File: src/rtl/des_host_pkg.sv
// Shared host-side constants and frame type, used by the host framer and the DES core.
package des_host_pkg;

    localparam int unsigned HOST_FRAME_BYTES   = 16;
    localparam int unsigned HOST_WARMUP_CYCLES = 3;

    typedef logic [HOST_FRAME_BYTES*8-1:0] host_frame_t;

endpackage

File: src/rtl/host_rx_framer_if.sv
// Synchronized host byte link from the strobe synchronizer to the frame assembler.
interface host_rx_framer_if;

    logic       strobe;
    logic       sel;
    logic [7:0] data;

    modport master (output strobe, sel, data);
    modport slave  (input  strobe, sel, data);

endinterface

File: src/rtl/host_strobe_sync.sv
// Brings the asynchronous host strobe, selects and data into the CLK domain and flags
// every SLOWCLK edge, with the data byte delayed to line up with the strobe.
module host_strobe_sync
    import des_host_pkg::*;
#(
    parameter int unsigned SYNC_STAGES = 2
) (
    input  logic                     clk_i,
    input  logic                     rst_i,
    input  logic                     slowclk_i,
    input  logic                     cs_i,
    input  logic                     wr_i,
    input  logic [7:0]               pc_i,
    host_rx_framer_if.master         link_o
);

    // One extra SLOWCLK stage beyond the synchronizer gives the edge-detect reference.
    logic [SYNC_STAGES:0]            slow_q;
    logic [SYNC_STAGES-1:0]          cs_q;
    logic [SYNC_STAGES-1:0]          wr_q;
    logic [SYNC_STAGES-1:0][7:0]     pc_q;

    always_ff @(posedge clk_i) begin
        if (rst_i) begin
            slow_q <= '0;
            cs_q   <= '0;
            wr_q   <= '0;
            pc_q   <= '0;
        end else begin
            slow_q[0] <= slowclk_i;
            cs_q[0]   <= cs_i;
            wr_q[0]   <= wr_i;
            pc_q[0]   <= pc_i;
            for (int unsigned i = 1; i <= SYNC_STAGES; i++) begin
                slow_q[i] <= slow_q[i-1];
            end
            for (int unsigned i = 1; i < SYNC_STAGES; i++) begin
                cs_q[i] <= cs_q[i-1];
                wr_q[i] <= wr_q[i-1];
                pc_q[i] <= pc_q[i-1];
            end
        end
    end

    assign link_o.strobe = slow_q[SYNC_STAGES] ^ slow_q[SYNC_STAGES-1];
    assign link_o.sel    = cs_q[SYNC_STAGES-1] & wr_q[SYNC_STAGES-1];
    assign link_o.data   = pc_q[SYNC_STAGES-1];

endmodule

File: src/rtl/host_rx_framer.sv
// Assembles host bytes written on SLOWCLK edges into FRAME_BYTES-wide frames and
// offers them through a single-entry valid/ready holding register.
module host_rx_framer
    import des_host_pkg::*;
#(
    parameter int unsigned FRAME_BYTES = HOST_FRAME_BYTES,
    parameter int unsigned SYNC_STAGES = 2
) (
    input  logic                             CLK,
    input  logic                             RESET,
    input  logic                             SLOWCLK,
    input  logic                             CS,
    input  logic                             WR,
    input  logic [7:0]                       pc,
    output logic [FRAME_BYTES*8-1:0]         out_data,
    output logic                             out_valid,
    input  logic                             out_ready,
    output logic                             overflow,
    output logic [$clog2(FRAME_BYTES+1)-1:0] byte_cnt
);

    localparam int unsigned   FW          = FRAME_BYTES * 8;
    localparam int unsigned   CW          = $clog2(FRAME_BYTES + 1);
    localparam int unsigned   WW          = $clog2(HOST_WARMUP_CYCLES + 1);
    localparam logic [CW-1:0] LAST_IDX    = CW'(FRAME_BYTES - 1);
    localparam logic [WW-1:0] WARMUP_LOAD = WW'(HOST_WARMUP_CYCLES);

    host_rx_framer_if link ();

    host_strobe_sync #(
        .SYNC_STAGES (SYNC_STAGES)
    ) u_sync (
        .clk_i     (CLK),
        .rst_i     (RESET),
        .slowclk_i (SLOWCLK),
        .cs_i      (CS),
        .wr_i      (WR),
        .pc_i      (pc),
        .link_o    (link)
    );

    logic [WW-1:0] warm_q, warm_d;
    logic [CW-1:0] cnt_q, cnt_d;
    logic [FW-1:0] asm_q, asm_d;
    logic [FW-1:0] hold_q, hold_d;
    logic          valid_q, valid_d;
    logic          ovf_q, ovf_d;
    logic [FW-1:0] shifted;
    logic          capture;
    logic          complete;
    logic          transfer;

    always_comb begin
        warm_d   = (warm_q != '0) ? warm_q - 1'b1 : warm_q;
        cnt_d    = cnt_q;
        asm_d    = asm_q;
        hold_d   = hold_q;
        valid_d  = valid_q;
        ovf_d    = ovf_q;
        complete = 1'b0;
        // Strobes seen while the synchronizers settle after reset are start-up artefacts.
        capture  = link.strobe & link.sel & (warm_q == '0);
        transfer = valid_q & out_ready;
        shifted  = {asm_q[FW-9:0], link.data};

        if (!link.sel) begin
            cnt_d = '0;
            asm_d = '0;
        end else if (capture) begin
            if (cnt_q == LAST_IDX) begin
                complete = 1'b1;
                cnt_d    = '0;
                asm_d    = '0;
            end else begin
                cnt_d = cnt_q + 1'b1;
                asm_d = shifted;
            end
        end

        if (transfer) begin
            valid_d = 1'b0;
        end
        // A frame finishing on the draining edge replaces the departing one.
        if (complete) begin
            if (!valid_q || transfer) begin
                hold_d  = shifted;
                valid_d = 1'b1;
            end else begin
                ovf_d = 1'b1;
            end
        end
    end

    always_ff @(posedge CLK) begin
        if (RESET) begin
            warm_q  <= WARMUP_LOAD;
            cnt_q   <= '0;
            asm_q   <= '0;
            hold_q  <= '0;
            valid_q <= 1'b0;
            ovf_q   <= 1'b0;
        end else begin
            warm_q  <= warm_d;
            cnt_q   <= cnt_d;
            asm_q   <= asm_d;
            hold_q  <= hold_d;
            valid_q <= valid_d;
            ovf_q   <= ovf_d;
        end
    end

    assign out_data  = hold_q;
    assign out_valid = valid_q;
    assign overflow  = ovf_q;
    assign byte_cnt  = cnt_q;

endmodule
File: config.mk
export PLATFORM = sky130hd
export DESIGN_NAME = host_rx_framer
export DESIGN_NICKNAME = d
export VERILOG_FILES = /design/src/rtl/des_host_pkg.sv /design/src/rtl/host_rx_framer_if.sv /design/src/rtl/host_strobe_sync.sv /design/src/rtl/host_rx_framer.sv
export SDC_FILE = /design/constraint.sdc
export NUM_CORES = 1
export LEC_CHECK = 0
export CORE_ASPECT_RATIO = 1.25
export CORE_MARGIN = 4
export CORE_UTILIZATION = 40
export DETAILED_ROUTE_END_ITERATION = 6
export PLACE_DENSITY = 0.65
export SYNTH_ARGS = -nofsm -noshare
export SYNTH_HDL_FRONTEND = slang
export SYNTH_HIERARCHICAL = 1
export SYNTH_SLANG_ARGS = --single-unit
File: constraint.sdc
create_clock -name CLK -period 1.9 [get_ports CLK]
set_input_delay 0.285 -clock CLK [delete_from_list [all_inputs] [get_ports CLK]]
set_output_delay 0.285 -clock CLK [all_outputs]
set_load 0.005 [all_outputs]
==> reports/metrics.yaml <==
rsz0062_at_grt: "no"
routedWlPerCell_um: 15.4
timing.hold.ws_ns: 0.0840
fillCellCount: 2641
yosys_register_bits: 280
cp_slowest_stage_delay_ns: 0.53
critical-path-slowest-cell: "clkdlybuf4s50_1"
grt_usage: 0.162
status: "complete, no violations"
grt_overflow: 0
wl_um: 25600
die_w_um: 157
place_area_um2: 13000
htreeDepth: 1
cp_data_arrival_time_ns: 1.53
start_kind: "flip-flop"
utilization: 0.507
core_um2: 27600
antenna_found_initial: 0
synth_top_cell_by_area: "dfxtp_1"
hold_viol_final: 0
drv_cap: 0
synthTopCellsByArea: "dfxtp_1 50%, nand2b_1 14%, mux2i_1 12%"
fin_skew_ns: 0.0122
drtIter0Drc: 463
cts_tree: "yes"
cts_buffers: 29
synth_nets: 1207
seq_area_um2: 5610
min_path_type: "in2reg"
clk_latency_ns: 0.54
num_rows: 68
period_needed_ns: 1.81
slew_viol_final: 0
area_delta_synth_final_pct: 25.6
antenna_left: 0
setup_viol: 0
clk_path_buf_depth: 3
vias_per_cell: 4.90
post-dp-hpwl_um: 15800
preCtsSetupSlack_ns: 0.0823
antenna-diode-count: 0
fin_ws_ns: 0.0885
ys_seq_area_frac: 0.503
grt_pass1_wl_um: 41900
finalSetupTns_ns: 0
root_buffer: "clkbuf_16"
grt_pass1_vias: 8154
gp_congestion: 0.733
fmax_mhz: 552
fin_crit_sh: 0.953
synth_top_area_share: 0.503
worstPathCellList: "buf_4 -> clkdlybuf4s50_1"
multi_input_area_um2: 5000
tightest_slew_ns: 0.553
holdBufCountCts: 0
worstSetupPathType: "reg2out"
path_clk_slew_ns: 0.06
critPathMaxFanout: 5
dr.pass1.iters: 5
post-route-drc-count: 0
syn_area_per_cell_um2: 9.35
p_per_area_nw_per_um2: 869
syn_inst: 1191
p_leak_nw: 4.33
fp.dieH_um: 195
vias: 8173
ios: 149
grt_max_degree: 123
syn_area_um2: 11100
post_cts_buffers: 0
start_util: 0.404
cts.sinks: 280
yosysWarningCount: 6
postLayoutCellArea_um2: 14000
nets: 1313
vdd_ir_drop_max_uv: 670
yosysUniqueCellTypes: 30
port-buffer-count: 148
dieArea_um2: 30600
drive_gt1_frac: 0.0857
relSlewSlack: 0.631
endpoint_kind: "output pin"
worstPathRequired_ns: 1.62
-- area by class of cell --
class                      instances  share of cell area
sequential                       280               0.401
multi-input combinational        802               0.358
timing repair buffer             182               0.137
clock buffer                      34              0.0561
tap                              350              0.0313
clock inverter                    19              0.0164
inverter                           2            0.000537
-- cell usage in the layout (no fill, tap or decap), types with 2 or more instances in the layout --
master,n
a21oi_1,123
and2b_2,3
buf_12,14
buf_4,19
buf_6,2
bufinv_16,5
clkbuf_16,29
clkbuf_8,4
clkdlybuf4s50_1,145
clkinv_2,11
clkinvlp_4,2
dfxtp_1,279
ha_2,2
inv_1,2
mux2i_1,129
nand2_1,123
nand2b_1,257
nand3_1,124
nor2_1,4
nor2b_1,7
nor2b_2,14
xor2_1,3
-- timing repair --
| item | 4_1_cts | 5_1_grt |
|---|---|---|
| resized for setup | 2 | 4 |
| hold endpoints to repair | 0 | 0 |
| setup endpoints to repair | 2 | 60 |
-- critical path: cells and delay by family, from the launching register on --
kind                   cells  cell delay (ns)
DFF                        1             0.33
buffers and inverters      2             0.66
-- cells by family after synthesis --
kind of cell	Yosys count	synth area share
buffers and inverters	109	0.0513
AOI/OAI and AO/OA	126	0.0574
muxes	129	0.116
and+or+nand+nor	542	0.268
xor gates and xnor gates	3	0.00236
DFF	280	0.503
adders and majority gates	2	0.00225
-- metrics by stage --
stage | instances | total power, mW
final | 1669 | 12.2
after global routing | 1669 | 12.6
after CTS | 1669 | 12.3
after detailed placement | 1616 | 6.30
after global placement | 1616 | 6.30
after floorplan | 1191 | 6.24
-- where the power goes --
group	internal [mW]	total (mW)	switching (mW)
Clock	3.62	5.99	2.37
Sequential	5.90	5.91	0.0119
Combinational	0.151	0.257	0.106
-- metal layers --
metal | global-route usage | vias up | wire, um
met5 | 0 | - | 0
met4 | 0.0354 | 0 | 459
met3 | 0.0296 | 40 | 1240
met2 | 0.277 | 168 | 12600
met1 | 0.214 | 3844 | 11400
li1 | - | 4121 | -
-- cells in the mapped netlist (all sizes together) --
library cell,n
buf,42
nand2,123
inv,2
a21oi,123
and3,1
or2,1
clkbuf,65
nand3,125
nand4b,1
nor2b,21
nor3,1
nor3b,1
mux2i,129
and4b,1
ha,2
a31oi,1
dfxtp,280
nor2,4
or3,1
a311oi,1
a41oi,1
and2,1
and2b,3
nand2b,258
xor2,3
-- state kept, by name, summed over array words and instances (netlist names), 2 cells and up --
| name | count |
|---|---|
| asm_q | 120 |
| byte_cnt | 5 |
| out_data | 128 |
| u_sync/cs_q | 2 |
| u_sync/link_o.data | 8 |
| u_sync/pc_q | 8 |
| u_sync/slow_q | 3 |
| u_sync/wr_q | 2 |
| warm_q | 2 |
-- path summary, 6_finish.rpt --
path | start | end | slack [ns] | cells after the start
worst max-delay path | byte_cnt[0]$_SDFFE_PP0P_ | byte_cnt[0] | 0.09 | 2
worst min-delay path | RESET | u_sync/pc_q[6]$_SDFF_PP0_ | 0.08 | 2
worst max register to register | u_sync/slow_q[1]$_SDFF_PP0_ | out_data[81]$_SDFFE_PP0P_ | 0.14 | 7
worst min register to register | u_sync/pc_q[4]$_SDFF_PP0_ | u_sync/link_o.data[4]$_SDFF_PP0_ | 0.42 | 1
Note: power is estimated with default switching activity, not from simulation.
